**config.mk**
```make
export PLATFORM = sky130hd
export DESIGN_NAME = intc_v1_flat
export DESIGN_NICKNAME = d
export VERILOG_FILES = /design/src/rtl/intc_v1_pkg.sv /design/src/rtl/intc_v1_if.sv /design/src/rtl/intc_v1_prio_enc.sv /design/src/rtl/intc_v1.sv /design/src/flat_wrapper.sv
export SDC_FILE = /design/constraint.sdc
export NUM_CORES = 1
export LEC_CHECK = 0
export ABC_CLOCK_PERIOD_IN_PS = 3420
export CORE_MARGIN = 1.5
export CORE_UTILIZATION = 47
export DETAILED_ROUTE_END_ITERATION = 6
export GPL_TIMING_DRIVEN = 0
export PLACE_DENSITY = 0.82
export SYNTH_ARGS = -nofsm -noshare
export SYNTH_HDL_FRONTEND = slang
export SYNTH_HIERARCHICAL = 1
export SYNTH_SLANG_ARGS = --single-unit
```
**constraint.sdc**
```tcl
create_clock -name sys_clk -period 3.42 [get_ports sys_clk]
set_clock_uncertainty 0.2 [all_clocks]
set_input_delay 0.684 -clock sys_clk [delete_from_list [all_inputs] [get_ports sys_clk]]
set_output_delay 0.684 -clock sys_clk [all_outputs]
set_load 0.02 [all_outputs]
```
**src/rtl/intc_v1_pkg.sv**
```systemverilog
// Shared types and constants for the intc_v1 interrupt controller.
package intc_v1_pkg;

  localparam int INTC_N_SRC = 18;
  localparam int INTC_IDW   = $clog2(INTC_N_SRC);

  localparam int INTC_EN_OFS   = 0;
  localparam int INTC_FLG_OFS  = 4;
  localparam int INTC_STAT_OFS = 8;

  typedef enum logic [1:0] {
    IDLE,
    PEND,
    ACTIVE
  } intc_state_t;

  typedef struct packed {
    logic                     gie;
    logic [30-INTC_N_SRC:0]   rsvd;
    logic [INTC_N_SRC-1:0]    en;
  } intc_en_t;

  typedef struct packed {
    logic                     active;
    logic [30-INTC_IDW:0]     rsvd;
    logic [INTC_IDW-1:0]      id;
  } intc_stat_t;

endpackage

```
**src/rtl/intc_v1_if.sv**
```systemverilog
// SFR bus and CPU interrupt handshake bundle for intc_v1.
interface intc_v1_if #(
  parameter int ADDR_WIDTH = 32,
  parameter int DATA_WIDTH = 32,
  parameter int IDW        = 5
) ();

  logic [ADDR_WIDTH-1:0] sys_addr;
  logic                  sys_wr_en;
  logic [DATA_WIDTH-1:0] sys_sw_value;
  logic [DATA_WIDTH-1:0] sfr_rd_dout;
  logic                  irq_req;
  logic                  irq_ack;
  logic [IDW-1:0]        irq_id;

  modport master (
    output sys_addr, sys_wr_en, sys_sw_value, irq_ack,
    input  sfr_rd_dout, irq_req, irq_id
  );

  modport slave (
    input  sys_addr, sys_wr_en, sys_sw_value, irq_ack,
    output sfr_rd_dout, irq_req, irq_id
  );

endinterface

```
**src/rtl/intc_v1_prio_enc.sv**
```systemverilog
// Priority encoder picking the winning pending source.
// INTC_PRIO_ROTATE_EN selects round-robin search from 'start'; otherwise lowest index wins.
module intc_prio_enc #(
  parameter int N_SRC = 18,
  parameter int IDW   = $clog2(N_SRC)
) (
  input  logic [N_SRC-1:0] pend,
  input  logic [IDW-1:0]   start,
  output logic [IDW-1:0]   winner,
  output logic             valid
);

`ifdef INTC_PRIO_ROTATE_EN
  logic [IDW:0] idx;

  // Walk all sources starting at 'start', wrapping modulo N_SRC.
  always_comb begin
    winner = '0;
    valid  = 1'b0;
    idx    = '0;
    for (int i = 0; i < N_SRC; i++) begin
      idx = {1'b0, start} + (IDW+1)'(i);
      if (idx >= (IDW+1)'(N_SRC)) idx = idx - (IDW+1)'(N_SRC);
      if (!valid && pend[idx[IDW-1:0]]) begin
        valid  = 1'b1;
        winner = idx[IDW-1:0];
      end
    end
  end
`else
  logic unused_start;
  assign unused_start = ^start;

  always_comb begin
    winner = '0;
    valid  = |pend;
    for (int i = N_SRC-1; i >= 0; i--) begin
      if (pend[i]) winner = IDW'(i);
    end
  end
`endif

endmodule

```
**src/rtl/intc_v1.sv**
```systemverilog
// Interrupt controller: event flags, enables, arbitration and req/ack/EOI handshake.
// Optional INTC_PRIO_ROTATE_EN macro enables round-robin arbitration.
module intc_v1
  import intc_v1_pkg::*;
#(
  parameter int                    DATA_WIDTH = 32,
  parameter int                    ADDR_WIDTH = 32,
  parameter logic [ADDR_WIDTH-1:0] BASE_ADDR  = 32'hFFFF_F864,
  parameter int                    N_SRC      = INTC_N_SRC
) (
  input  logic             sys_clk,
  input  logic             sys_rst_n,
  input  logic [N_SRC-1:0] evt_in,
  intc_v1_if.slave         bus
);

  localparam int IDW = $clog2(N_SRC);
  localparam logic [ADDR_WIDTH-1:0] EN_ADDR   = BASE_ADDR + ADDR_WIDTH'(INTC_EN_OFS);
  localparam logic [ADDR_WIDTH-1:0] FLG_ADDR  = BASE_ADDR + ADDR_WIDTH'(INTC_FLG_OFS);
  localparam logic [ADDR_WIDTH-1:0] STAT_ADDR = BASE_ADDR + ADDR_WIDTH'(INTC_STAT_OFS);

  logic [N_SRC-1:0] en_reg;
  logic             gie_reg;
  logic [N_SRC-1:0] flg_reg;
  logic [N_SRC-1:0] flg_next;
  logic [N_SRC-1:0] evt_q_reg;
  intc_state_t      state_reg;
  logic [IDW-1:0]   id_reg;
  logic             irq_req_reg;
  logic [IDW-1:0]   irq_id_reg;

  logic sel_en, sel_flg, sel_stat;
  logic ack_fire, eoi;
  logic [N_SRC-1:0] rise, w1c_mask, ack_clr, pend;
  logic [IDW-1:0]   start_idx, enc_id;
  logic             enc_valid;
  intc_en_t         en_word;
  intc_stat_t       stat_word;
  logic [DATA_WIDTH-1:0] rd_data;
  logic             unused_wdata;

  assign sel_en   = (bus.sys_addr == EN_ADDR);
  assign sel_flg  = (bus.sys_addr == FLG_ADDR);
  assign sel_stat = (bus.sys_addr == STAT_ADDR);

  assign unused_wdata = ^bus.sys_sw_value[DATA_WIDTH-2:N_SRC];

  assign ack_fire = (state_reg == PEND) && bus.irq_ack;
  assign eoi      = bus.sys_wr_en && sel_stat;
  assign rise     = evt_in & ~evt_q_reg;
  assign w1c_mask = (bus.sys_wr_en && sel_flg) ? bus.sys_sw_value[N_SRC-1:0] : '0;
  assign ack_clr  = ack_fire ? (N_SRC'(1) << id_reg) : '0;
  // Hardware set is OR-ed in last so it beats any clear in the same cycle.
  assign flg_next = (flg_reg & ~w1c_mask & ~ack_clr) | rise;
  assign pend     = flg_reg & en_reg & {N_SRC{gie_reg}};

`ifdef INTC_PRIO_ROTATE_EN
  logic [IDW-1:0] last_ack_reg;

  always_ff @(posedge sys_clk or negedge sys_rst_n) begin
    if (!sys_rst_n)    last_ack_reg <= IDW'(N_SRC-1);
    else if (ack_fire) last_ack_reg <= id_reg;
  end

  assign start_idx = (last_ack_reg == IDW'(N_SRC-1)) ? '0 : last_ack_reg + 1'b1;
`else
  assign start_idx = '0;
`endif

  intc_prio_enc #(.N_SRC(N_SRC), .IDW(IDW)) u_prio_enc (
    .pend   (pend),
    .start  (start_idx),
    .winner (enc_id),
    .valid  (enc_valid)
  );

  always_ff @(posedge sys_clk or negedge sys_rst_n) begin
    if (!sys_rst_n) begin
      en_reg    <= '0;
      gie_reg   <= 1'b0;
      flg_reg   <= '0;
      evt_q_reg <= '0;
    end else begin
      evt_q_reg <= evt_in;
      flg_reg   <= flg_next;
      if (bus.sys_wr_en && sel_en) begin
        en_reg  <= bus.sys_sw_value[N_SRC-1:0];
        gie_reg <= bus.sys_sw_value[DATA_WIDTH-1];
      end
    end
  end

  always_ff @(posedge sys_clk or negedge sys_rst_n) begin
    if (!sys_rst_n) begin
      state_reg   <= IDLE;
      id_reg      <= '0;
      irq_req_reg <= 1'b0;
      irq_id_reg  <= '0;
    end else begin
      case (state_reg)
        IDLE: if (enc_valid) begin
          state_reg   <= PEND;
          id_reg      <= enc_id;
          irq_req_reg <= 1'b1;
          irq_id_reg  <= enc_id;
        end
        PEND: if (ack_fire) begin
          state_reg   <= ACTIVE;
          irq_req_reg <= 1'b0;
          irq_id_reg  <= '0;
        end else if (!pend[id_reg]) begin
          // Request no longer backed by an enabled flag: withdraw it.
          state_reg   <= IDLE;
          id_reg      <= '0;
          irq_req_reg <= 1'b0;
          irq_id_reg  <= '0;
        end
        ACTIVE: if (eoi) begin
          state_reg <= IDLE;
          id_reg    <= '0;
        end
        default: state_reg <= IDLE;
      endcase
    end
  end

  always_comb begin
    en_word        = '0;
    en_word.gie    = gie_reg;
    en_word.en     = en_reg;
    stat_word      = '0;
    stat_word.active = (state_reg == ACTIVE);
    stat_word.id   = id_reg;
    rd_data        = '0;
    if (sel_en)        rd_data = DATA_WIDTH'(en_word);
    else if (sel_flg)  rd_data[N_SRC-1:0] = flg_reg;
    else if (sel_stat) rd_data = DATA_WIDTH'(stat_word);
  end

  assign bus.sfr_rd_dout = rd_data;
  assign bus.irq_req     = irq_req_reg;
  assign bus.irq_id      = irq_id_reg;

endmodule

```
**src/flat_wrapper.sv**
```systemverilog
// flat-port wrapper written by rule: the top's interface ports become plain ports
module intc_v1_flat import intc_v1_pkg::*;
#(
  parameter int                    DATA_WIDTH = 32,
  parameter int                    ADDR_WIDTH = 32,
  parameter logic [ADDR_WIDTH-1:0] BASE_ADDR  = 32'hFFFF_F864,
  parameter int                    N_SRC      = INTC_N_SRC
)
  (sys_clk, sys_rst_n, evt_in, bus_sys_addr, bus_sys_wr_en, bus_sys_sw_value, bus_irq_ack, bus_sfr_rd_dout, bus_irq_req, bus_irq_id);
  intc_v1_if #(.ADDR_WIDTH(ADDR_WIDTH), .DATA_WIDTH(DATA_WIDTH), .IDW(5)) bus_i ();
  input  logic sys_clk;
  input  logic sys_rst_n;
  input  logic [N_SRC-1:0] evt_in;
  input wire logic [$bits(bus_i.sys_addr)-1:0] bus_sys_addr;
  input wire logic [$bits(bus_i.sys_wr_en)-1:0] bus_sys_wr_en;
  input wire logic [$bits(bus_i.sys_sw_value)-1:0] bus_sys_sw_value;
  input wire logic [$bits(bus_i.irq_ack)-1:0] bus_irq_ack;
  output wire logic [$bits(bus_i.sfr_rd_dout)-1:0] bus_sfr_rd_dout;
  output wire logic [$bits(bus_i.irq_req)-1:0] bus_irq_req;
  output wire logic [$bits(bus_i.irq_id)-1:0] bus_irq_id;
  assign bus_i.sys_addr = bus_sys_addr;
  assign bus_i.sys_wr_en = bus_sys_wr_en;
  assign bus_i.sys_sw_value = bus_sys_sw_value;
  assign bus_i.irq_ack = bus_irq_ack;
  assign bus_sfr_rd_dout = bus_i.sfr_rd_dout;
  assign bus_irq_req = bus_i.irq_req;
  assign bus_irq_id = bus_i.irq_id;
  intc_v1 #(.DATA_WIDTH(DATA_WIDTH), .ADDR_WIDTH(ADDR_WIDTH), .BASE_ADDR(BASE_ADDR), .N_SRC(N_SRC)) u_core (.sys_clk(sys_clk), .sys_rst_n(sys_rst_n), .evt_in(evt_in), .bus(bus_i));
endmodule
```
==> qor.txt <==
Crit path required time -> 3460 ps
Max FO, Critical Path -> 10
# setup viols final -> 0
Clock input transition at the sequential cells of the worst setup and hold paths -> 80 ps
PwrDens -> 406.1 nW/um^2
TritonCTS clock tree -> done
First-pass GRT wire length -> 17940 um
GRT Resource Usage Total -> 0.2690
CP Launch Type -> input port
Top cell type's share of synthesized area -> 0.4408
Crit. End Element -> flip-flop
PortBufs -> 95
Layout area overhead -> 40.23%
Critical path origin -> bus_sys_addr[25]
Critical path endpoint -> u_core/flg_reg[10]$_DFF_PN0_
Most frequent cells after synthesis -> dfrtp_1, nand2_1, inv_1
Count of flip-flops with a built-in enable after synthesis -> 0
Static Leak -> 0.002323 uW
MaxCap Viol Count -> 0
Final Critical Period -> 3328 ps
Slew @ Worst Pin -> 835.1 ps
CP bufs+invs -> 3
Placeable Area -> 7848 um^2
Number of diodes -> 0
Mean post-synth cell area -> 9.602 um^2
Die Y -> 93.63 um
Main area contributors after synthesis -> dfrtp_1, mux2_2, a32o_1
Drt pass-1 iters -> 5
Largest net degree at the start of global routing -> 69
Placed Cells -> 611
Final cell count without fillers -> 630
Setup Crit Path Kind -> input port to flip-flop
Gate Count Post-Synth -> 402
Post-route ant nets -> 0
Post-synthesis cell type count -> 51
CTS Buf Count -> 9
Crit path DAT -> 3370 ps
CP cell instances -> clkdlybuf4s50_1 -> nand4_1 -> nor4_4 -> nand2_2 -> buf_4 -> nor3b_2 -> buf_2 -> nand2_1 -> a32o_1
Vias -> 3684
Top delay family on crit path -> simple AND/OR/NAND/NOR gates
Layout cell share with drive strength beyond 1 -> 0.2064
Overall power -> 2198 uW
DP HPWL -> 7879 um
FP Rows -> 32
IO Count -> 124
Layout net count -> 613
Initial core utilization -> 0.4919
Slew HR -> 0.4433
Synth Warn # -> 6
GPL Wtd Cong -> 0.9432
Root Buffer -> clkbuf_8
Grt ovf -> 0
Fmax -> 0.3005 GHz
Routed wire length -> 11250 um
Area leader, netlist -> dfrtp_1
Synth Cell Area -> 3860 um^2
Reg-to-reg critical path endpoint -> u_core/id_reg[1]$_DFFE_PN0P_
Critical Path Max Stage Delay -> 650 ps
Post-route DRC violation count -> 0
Via count of the first global-routing pass -> 3739
Clock tree buffer depth -> 2
Final hold vios -> 0
Crit path depth -> 9
H-tree depth -> 3
Worst min-delay path class -> input port to async pin
Post-synth top flop -> dfrtp_1
Slowest CP cell -> nor3b_2
Register-to-register setup slack -> 220 ps
Most frequently used cell type in the post-synthesis netlist -> dfrtp_1
Initial DRC Count -> 315
Slew Viols, Final -> 0
#FFs+latches synth -> 68
Initial antenna violation count -> 0
Status -> finished, final reports clean
Maximum vdd drop -> 0.2385 mV
Worst r2r src -> u_core/id_reg[0]$_DFFE_PN0P_
Die W -> 93.63 um
Sequential element share of the synthesized area -> 0.4408
Ys async rst share -> 1.000
CTS sink cnt -> 68
Die area -> 8766 um^2
Clock Latency Late Sink -> 360 ps
Hold_buf cts -> 0
DR WL/cell -> 17.85 um
Period utilization -> 0.9730
DR vias/cell -> 5.848
Worst Reg-to-Reg Cells -> 7
[metal layers]
metal	vias to the layer above	track usage	share of wire
met1	1791	0.3240	0.40
met3	30	0.06911	0.077
met5	-	0	0
met2	180	0.4481	0.49
met4	0	0.1269	0.032
li1	1683	-	-
[worst min-delay path by stage]
stage | slack, ps | cells past startpoint | end | from
3_3_place_gp | 290 | 1 | u_core/bus.irq_id[3]$_DFFE_PN0P_ | u_core/bus.irq_id[3]$_DFFE_PN0P_
3_5_place_dp | 300 | 1 | u_core/bus.irq_id[1]$_DFFE_PN0P_ | u_core/bus.irq_id[1]$_DFFE_PN0P_
6_report | 230 | 1 | u_core/evt_q_reg[13]$_DFF_PN0_ | sys_rst_n
4_1_cts | 260 | 1 | u_core/evt_q_reg[13]$_DFF_PN0_ | sys_rst_n
5_1_grt | 290 | 1 | u_core/evt_q_reg[13]$_DFF_PN0_ | sys_rst_n
2_1_floorplan | 190 | 0 | u_core/bus.irq_id[0]$_DFFE_PN0P_ | sys_rst_n
[timing repair]
action | in CTS | in global routing
buffers inserted | 2 | 0
cloned | 2 | 0
pin swaps | 12 | 3
setup endpoints to repair | 34 | 30
endpoints found under the hold margin | 0 | 0
resized for setup | 132 | 6
[cell type report]
class	instances	area, um^2
flip-flops and latches	68	1702
repair buffers	99	998.5
fillers	622	2435
clock buffers	10	127.6
multi-input cells	280	2013
inverters	34	127.6
plain buffers	31	205.2
clock inverters	6	111.4
well taps	102	127.6
[layout by cell type (no fill, tap or decap), types with 9 or more instances in the layout]
cell type / Yosys / final
clkbuf_1: 15 / 9
nand3_1: 13 / 13
and3_1: 12 / 12
nor2_4: 0 / 10
mux2_2: 27 / 27
clkbuf_8: 0 / 10
a22oi_1: 20 / 20
nand2_1: 44 / 43
nor2_1: 29 / 19
buf_4: 13 / 16
a32o_1: 18 / 18
nor2b_1: 13 / 13
clkdlybuf4s50_1: 0 / 71
a21oi_1: 9 / 9
inv_1: 34 / 34
buf_6: 0 / 10
dfrtp_1: 68 / 68
conb_1: 1 / 13
[logic make-up after synthesis]
kind of cell / after synthesis / synth area share
adders and majority gates: 4 / 0.01297
and+or+nand+nor: 155 / 0.2211
AOI/OAI and AO/OA: 78 / 0.1598
other: 1 / 0.0009715
buffers and inverters: 66 / 0.07779
muxes: 30 / 0.08655
DFF: 68 / 0.4408
[report_power, final]
| group | switching (uW) | internal, uW | total, uW |
|---|---|---|---|
| clock network | 327 | 486 | 813 |
| logic | 250 | 235 | 485 |
| registers | 43.5 | 857 | 900 |
[metrics by stage]
stage / hold WS, ps / utilization / TNS (ps) / cell area [um^2] / worst slack (ps)
3_5_place_dp: 297.2 / 0.6347 / -25640 / 4981 / -1122
2_1_floorplan: 188.4 / - / 0 / 3905 / 136.6
3_3_place_gp: 293.7 / 0.6350 / -70540 / 4984 / -1069
5_1_grt: 294.4 / 0.6897 / -1.016 / 5413 / -1.016
4_1_cts: 258.8 / 0.6883 / 0 / 5401 / 33.74
6_report: 226.4 / 0.6897 / 0 / 5413 / 92.40
Note: power is estimated with default switching activity, not from simulation.
